<file path="src/rtl/alu_result_capture.sv">
// Registered capture stage behind the 8-bit ALU: 2-entry skid buffer,
// sticky flag accumulation and a saturating retired-operation counter.
module alu_result_capture #(
  parameter int WIDTH = 8,
  parameter int CNT_W = 16
) (
  input  logic             clk,
  input  logic             rst,
  input  logic             in_valid,
  output logic             in_ready,
  input  logic [3:0]       in_opcode,
  input  logic [WIDTH-1:0] in_result,
  input  logic [3:0]       in_flags,
  output logic             out_valid,
  input  logic             out_ready,
  output logic [3:0]       out_opcode,
  output logic [WIDTH-1:0] out_result,
  output logic [3:0]       out_flags,
  output logic [3:0]       sticky_flags,
  input  logic             sticky_clr,
  output logic [CNT_W-1:0] op_count
);

  typedef struct packed {
    logic [3:0]       op;
    logic [WIDTH-1:0] res;
    logic [3:0]       flg;
  } entry_t;

  typedef enum logic [1:0] {
    EMPTY = 2'd0,
    ONE   = 2'd1,
    FULL  = 2'd2
  } state_t;

  state_t           state_q, state_d;
  entry_t           head_q, head_d;
  entry_t           skid_q, skid_d;
  logic [3:0]       sticky_q, sticky_d;
  logic [CNT_W-1:0] cnt_q, cnt_d;

  entry_t in_e;
  logic   accept;
  logic   retire;

  assign in_e   = {in_opcode, in_result, in_flags};
  assign accept = in_valid && in_ready;
  assign retire = out_valid && out_ready;

  always_comb begin
    state_d = state_q;
    head_d  = head_q;
    skid_d  = skid_q;
    unique case (state_q)
      EMPTY: begin
        if (accept) begin
          state_d = ONE;
          head_d  = in_e;
        end
      end
      ONE: begin
        if (accept && retire) begin
          head_d = in_e;
        end else if (accept) begin
          state_d = FULL;
          skid_d  = in_e;
        end else if (retire) begin
          state_d = EMPTY;
        end
      end
      FULL: begin
        if (retire) begin
          state_d = ONE;
          head_d  = skid_q;
        end
      end
      default: state_d = EMPTY;
    endcase
  end

  // A clear in the same cycle as an accept only drops older history.
  always_comb begin
    sticky_d = sticky_q;
    if (sticky_clr) begin
      sticky_d = 4'b0000;
    end
    if (accept) begin
      sticky_d = (sticky_clr ? 4'b0000 : sticky_q) | in_flags;
    end
  end

  always_comb begin
    cnt_d = cnt_q;
    if (retire && (cnt_q != {CNT_W{1'b1}})) begin
      cnt_d = cnt_q + CNT_W'(1);
    end
  end

  always_ff @(posedge clk) begin
    if (rst) begin
      state_q  <= EMPTY;
      head_q   <= '0;
      skid_q   <= '0;
      sticky_q <= 4'b0000;
      cnt_q    <= '0;
    end else begin
      state_q  <= state_d;
      head_q   <= head_d;
      skid_q   <= skid_d;
      sticky_q <= sticky_d;
      cnt_q    <= cnt_d;
    end
  end

  assign in_ready     = (state_q != FULL) && !rst;
  assign out_valid    = (state_q != EMPTY);
  assign out_opcode   = head_q.op;
  assign out_result   = head_q.res;
  assign out_flags    = head_q.flg;
  assign sticky_flags = sticky_q;
  assign op_count     = cnt_q;

endmodule
</file>
<file path="config.mk">
export PLATFORM = sky130hd
export DESIGN_NAME = alu_result_capture
export DESIGN_NICKNAME = d
export VERILOG_FILES = /design/src/rtl/alu_result_capture.sv
export SDC_FILE = /design/constraint.sdc
export NUM_CORES = 1
export LEC_CHECK = 0
export CAP_MARGIN = 20
export CORE_MARGIN = 1.5
export CORE_UTILIZATION = 44
export DETAILED_ROUTE_END_ITERATION = 8
export PLACE_DENSITY = 0.76
export SLEW_MARGIN = 0
export SYNTH_ARGS = -nofsm -noshare
export SYNTH_HDL_FRONTEND = slang
export SYNTH_SLANG_ARGS = --single-unit
</file>
<file path="constraint.sdc">
create_clock -name clk -period 1.9 [get_ports clk]
set_clock_uncertainty 0.15 [all_clocks]
set_input_delay 0.38 -clock clk [delete_from_list [all_inputs] [get_ports clk]]
set_output_delay 0.38 -clock clk [all_outputs]
set_load 0.005 [all_outputs]
</file>
==> reports/metrics.yaml, run 1 <==
logic_synthesis:
  synthDistinctLibCells: 40
  synth_seq_cells: 54
  syn_nets: 276
  avgSynthCellArea_um2: 9.300
  synth_cells: 254
  ys_seq_area_share_pct: 45.76
  yosysWarnings: 0
  synth_area_um2: 2362
  synthFlopType: "dfxtp_1"
  synthArstFlopShare_pct: 0
  synth-edff-count: 0
routing:
  num_vias: 2113
  wirelength_mm: 5.421
  viasPerCell: 5.129
  wl_per_cell_um: 13.16
  drc: 0
  drtAntennaViolNets: 0
  first_pass_iters: 4
  drt_iter0_markers: 50
power:
  cellLeakagePower_nw: 1.376
  power_mw: 2.167
  pwr_density_cell_nw_per_um2: 638.8
  pwr-share-comb_pct: 14.4
  clkPwrFrac_pct: 30.4
  ir_worst_vdd_mv: 0.4551
  intPower_mw: 1.651
  p_switching_mw: 0.5167
  p_seq_share_pct: 55.2
  switching_share_pct: 23.84
setup_path:
  cp-start-kind: "flop"
  slowest_stage: "clkdlybuf4s50_1"
  critPathBufInv: 2
  critPathMaxFanout: 5
  crit_arrival_ns: 1.30
  cp-end-kind: "primary output"
  crit_type: "flop to primary output"
  worst_path_dominant_cell_family: "buffers and inverters"
  required_ns: 1.37
  worstPathCellList: "buf_4 -> clkdlybuf4s50_1"
  slowest_delay_ns: 0.51
clocking:
  cts.path.max_buffers: 2
  clkSlewWorstSetupHoldPaths_ns: 0.10
  clockRootBuffer: "clkbuf_8"
  cts_sinks: 54
  tritoncts: "yes"
  clock_latency_ns: 0.30
  numCtsBuffers: 5
  hold_buffers: 0
  htreeDepth: 2
sta:
  setup_violations: 0
  tightest_slew_ns: 0.4138
  finalHoldViolCount: 0
  min_period_over_period_pct: 96.39
  maxSlewHeadroom_pct: 72.20
  max_clock_freq_mhz: 546.0
  final_max_slew_viol_count: 0
  period_minus_slack_ns: 1.831
grt:
  grt_max_degree: 35
  grt_pass1_wl_mm: 8.355
  grtUsageTotal_pct: 17.48
  grt_pass1_vias: 1845
  grt_antenna_before_repair: 0
  gr-total-overflow: 0
final_layout:
  insertedDiodeCount: 0
  area_growth_pct: 43.64
  drive_gt1_share_pct: 17.54
  utilization_pct: 66.02
  layout_commonest_cell: "nor2_1"
  mostFrequentLayoutCells: "57 x nor2_1, 54 x clkdlybuf4s50_1, 51 x dfxtp_1"
  fin_area_um2: 3393
  fin_nets: 363
die:
  die_w_um: 76.27
  dieArea_um2: 5817
  num_rows: 26
  die_y_um: 76.27
  start_util_pct: 45.96
  pin_count: 59
  core_area_um2: 5140
place:
  port_buffers: 58
  placed_area_um2: 3207
  dpl.hpwl_mm: 3.700
  gp_congestion: 0.8720
hold_path:
  min_path_type: "flop to flop"
status:
  status: "completed"
job:
  maxCapViolCount: 0
==> kinds of logic (layout without fill, tap and decap cells) <==
family	after synthesis	count (layout)	synth area share, %
AO/OA/AOI/OAI	39	39	12.08
XOR/XNOR	9	9	3.337
adder cells (fa/ha/maj)	1	1	0.5296
buffers and inverters	17	105	3.601
flip-flops	54	54	45.76
multiplexers	36	36	15.25
AND/OR/NAND/NOR	98	98	19.44
==> flip-flops by register name, summed over array words and instances, names as in the netlist <==
name          count
op_count         16
skid_q           16
out_result        8
out_flags         4
out_opcode        4
sticky_flags      4
state_q           2
==> synthesized netlist by cell type (2+ instances only) <==
library cell	count	area, um2
a211oi_1	16	120.1
a21oi_1	7	35.03
a31oi_1	2	12.51
a32oi_1	4	35.03
and3_1	4	25.02
buf_2	5	25.02
buf_4	2	15.01
clkbuf_1	8	30.03
dfxtp_1	54	1081
mux2i_1	36	360.4
nand2_1	7	26.28
nand2b_1	2	12.51
nand3_1	6	30.03
nand3b_1	2	15.01
nand4_1	4	25.02
nor2_1	57	214.0
nor3_1	4	20.02
nor4_1	2	12.51
o211ai_1	2	15.01
o21ai_0	3	15.01
xnor2_1	6	52.55
xor2_1	3	26.28
==> final timing paths <==
| path | start | to | slack [ns] | depth (start not counted) |
|---|---|---|---|---|
| max | op_count[13] | op_count[13] | 0.07 | 2 |
| min | skid_q[7] | skid_q[7] | 0.35 | 2 |
| max reg2reg | state_q[1] | skid_q[15] | 0.08 | 6 |
| min reg2reg | skid_q[7] | skid_q[7] | 0.35 | 2 |
==> tightest hold or removal path, cell delays in order (launching register included) <==
cell and delay, ns:
dfxtp_1 0.33, mux2i_1 0.06, nor2_1 0.07
==> cell type report <==
| type | instances | area (um2) |
|---|---|---|
| Fill cell | 455 | 1747 |
| Inverter | 1 | 3.754 |
| Clock inverter | 2 | 12.51 |
| Timing Repair Buffer | 96 | 895.9 |
| Multi-Input combinational cell | 183 | 1224 |
| Sequential cell | 54 | 1087 |
| Clock buffer | 6 | 82.58 |
| Tap cell | 70 | 87.58 |
==> per-layer routing <==
| layer | vias up | track usage [%] | routed length, um |
|---|---|---|---|
| li1 | 1069 | - | - |
| met1 | 989 | 21.84 | 2471 |
| met2 | 50 | 30.54 | 2671 |
| met3 | 5 | 3.473 | 230 |
| met4 | 0 | 4.815 | 46 |
| met5 | - | 0 | 0 |
==> repair_timing <==
item / in CTS / in global routing
endpoints found under the hold margin: 0 / 0
buffers inserted: 2 / 2
setup endpoints to repair: 2 / 30
cloned: 0 / 2
gates resized for setup: 4 / 7
pin swaps: 0 / 1
==> through the flow <==
stage	hold slack (ns)	instances	worst slack, ns	TNS, ns
finish	0.3498	412	0.06851	0
detailed placement	0.3289	398	-0.2925	-9.310
CTS	0.3533	408	0.002972	0
global route	0.3758	412	-0.01340	-0.01340
global placement	0.3222	398	-0.2515	-8.055
floorplan	0.3096	254	0.1292	0
==> power groups by stage <==
stage	Clock (mW)	Sequential, mW	Combinational, mW
2_1_floorplan	0	1.22	0.121
3_3_place_gp	0	1.22	0.282
3_5_place_dp	0	1.22	0.287
4_1_cts	0.683	1.20	0.293
5_1_grt	0.740	1.20	0.335
6_report	0.659	1.20	0.312
Power figures use the tool's default switching activity.
==> run 2: changes to the inputs <==
==> constraint.sdc (replaced) <==
create_clock -name clk -period 1.9 [get_ports clk]
set_clock_uncertainty 0.15 [all_clocks]
set_input_delay 0.475 -clock clk [delete_from_list [all_inputs] [get_ports clk]]
set_output_delay 0.475 -clock clk [all_outputs]
set_load 0.005 [all_outputs]
==> reports/metrics.yaml, run 2 (synthesis results as in run 1) <==
routing:
  num_vias: 2135
  first_pass_iters: 4
  drc: 0
  viasPerCell: 5.132
  drtAntennaViolNets: 0
  drt_iter0_markers: 54
  wirelength_mm: 5.543
  wl_per_cell_um: 13.32
sta:
  setup_slack_ns: 0.07184
  min_period_over_period_pct: 96.22
  maxSlewHeadroom_pct: 71.86
  tightest_slew_ns: 0.4221
  setup_violations: 0
  final_max_slew_viol_count: 0
  period_minus_slack_ns: 1.828
  finalHoldViolCount: 0
  max_clock_freq_mhz: 547.0
power:
  pwr_density_cell_nw_per_um2: 619.0
  cellLeakagePower_nw: 1.537
  ir_worst_vdd_mv: 0.5143
final_layout:
  layout_commonest_cell: "nor2_1"
  insertedDiodeCount: 0
  utilization_pct: 67.84
  fillCellCount: 455
  drive_gt1_share_pct: 22.83
  mostFrequentLayoutCells: "57 x nor2_1, 44 x clkdlybuf4s50_1, 37 x buf_4"
  fin_nets: 367
  area_growth_pct: 47.62
setup_path:
  crit_type: "flop to primary output"
  worstPathCellList: "buf_4 -> nand2b_1 -> nor2b_1 -> dlygate4sd2_1"
  crit_arrival_ns: 1.20
  required_ns: 1.27
  cp-start-kind: "flop"
  critPathMaxFanout: 3
  cp-end-kind: "primary output"
  critPathBufInv: 2
  slowest_delay_ns: 0.34
  slowest_stage: "dfxtp_2"
  worst_path_dominant_cell_family: "buffers and inverters"
clocking:
  clock_latency_ns: 0.30
  cts.path.max_buffers: 2
  cts_sinks: 54
  clockRootBuffer: "clkbuf_8"
  tritoncts: "yes"
  hold_buffers: 0
  clkSlewWorstSetupHoldPaths_ns: 0.09
  htreeDepth: 2
  numCtsBuffers: 5
die:
  dieArea_um2: 5817
  num_rows: 26
  core_area_um2: 5140
  die_w_um: 76.27
  die_y_um: 76.27
  start_util_pct: 45.96
  pin_count: 59
grt:
  gr-total-overflow: 0
  grt_pass1_vias: 2076
  grt_antenna_before_repair: 0
  grt_max_degree: 42
  grt_pass1_wl_mm: 9.508
  grtUsageTotal_pct: 20.15
place:
  port_buffers: 58
  gp_congestion: 0.8946
  pre_cts_ws_ns: -0.4194
  dpl.hpwl_mm: 3.730
job:
  maxCapViolCount: 0
status:
  status: "completed"
hold_path:
  min_path_type: "flop to flop"
==> run 2: repair_timing <==
item                                   4_1_cts  5_1_grt
cloned                                       2        0
endpoints found under the hold margin        0        0
setup endpoints to repair                   39       37
gates resized for setup                     24       16
pin swaps                                    1        0
setup buffers                                6        1
==> run 2: area by class of cell <==
type	count	area (um2)	share of cell area, %
Inverter	1	3.754	0.1076
Timing Repair Buffer	100	965.9	27.70
Multi-Input combinational cell	183	1237	35.49
Tap cell	70	87.58	2.512
Clock inverter	2	13.76	0.3947
Clock buffer	6	72.57	2.081
Sequential cell	54	1106	31.72
==> run 2: worst register-to-register path, delay by kind of cell (launching register included) <==
family / cells / cell delay, ns
flip-flops: 1 / 0.33
AND/OR/NAND/NOR: 3 / 0.66
buffers and inverters: 2 / 0.24
AO/OA/AOI/OAI: 1 / 0.15
multiplexers: 1 / 0.17
==> run 2: stage by stage <==
stage               power [mW]  hold WS (ns)  instance area (um2)  setup TNS (ns)  instances
floorplan                1.344        0.3096                 2362               0        254
global placement         1.507        0.3219                 3214          -12.43        399
detailed placement       1.513        0.3266                 3214          -14.00        399
CTS                      2.179        0.3542                 3440               0        415
global route             2.271        0.3761                 3487     -0.00003531        416
finish                   2.159        0.3511                 3487               0        416
==> run 2: layer usage <==
layer | vias up | global-route usage [%] | routed length, um
li1 | 1080 | - | -
met1 | 1004 | 24.48 | 2583
met2 | 49 | 34.20 | 2706
met3 | 2 | 5.749 | 236
met4 | 0 | 6.667 | 17
met5 | - | 0 | 0
==> run 2: power breakdown <==
part	switching [mW]	total (mW)	leakage, nW	internal [mW]
Clock	0.371	0.632	0.0452	0.261
Sequential	0.0233	1.20	0.449	1.17
Combinational	0.132	0.331	1.04	0.199
==> run 2: path summary, 6_finish.rpt <==
check | to | from | slack, ns | cells after the start
worst max-delay path | in_ready | state_q[1] | 0.07 | 4
worst min-delay path | out_result[0] | out_result[0] | 0.35 | 2
worst max register to register | op_count[1] | op_count[15] | 0.08 | 7
worst min register to register | out_result[0] | out_result[0] | 0.35 | 2
==> run 3: changes to the inputs <==
- GPL_TIMING_DRIVEN: not set -> 1
==> results of run 3 <==
The final DEF is identical to that of run 2; final timing and power are the same.
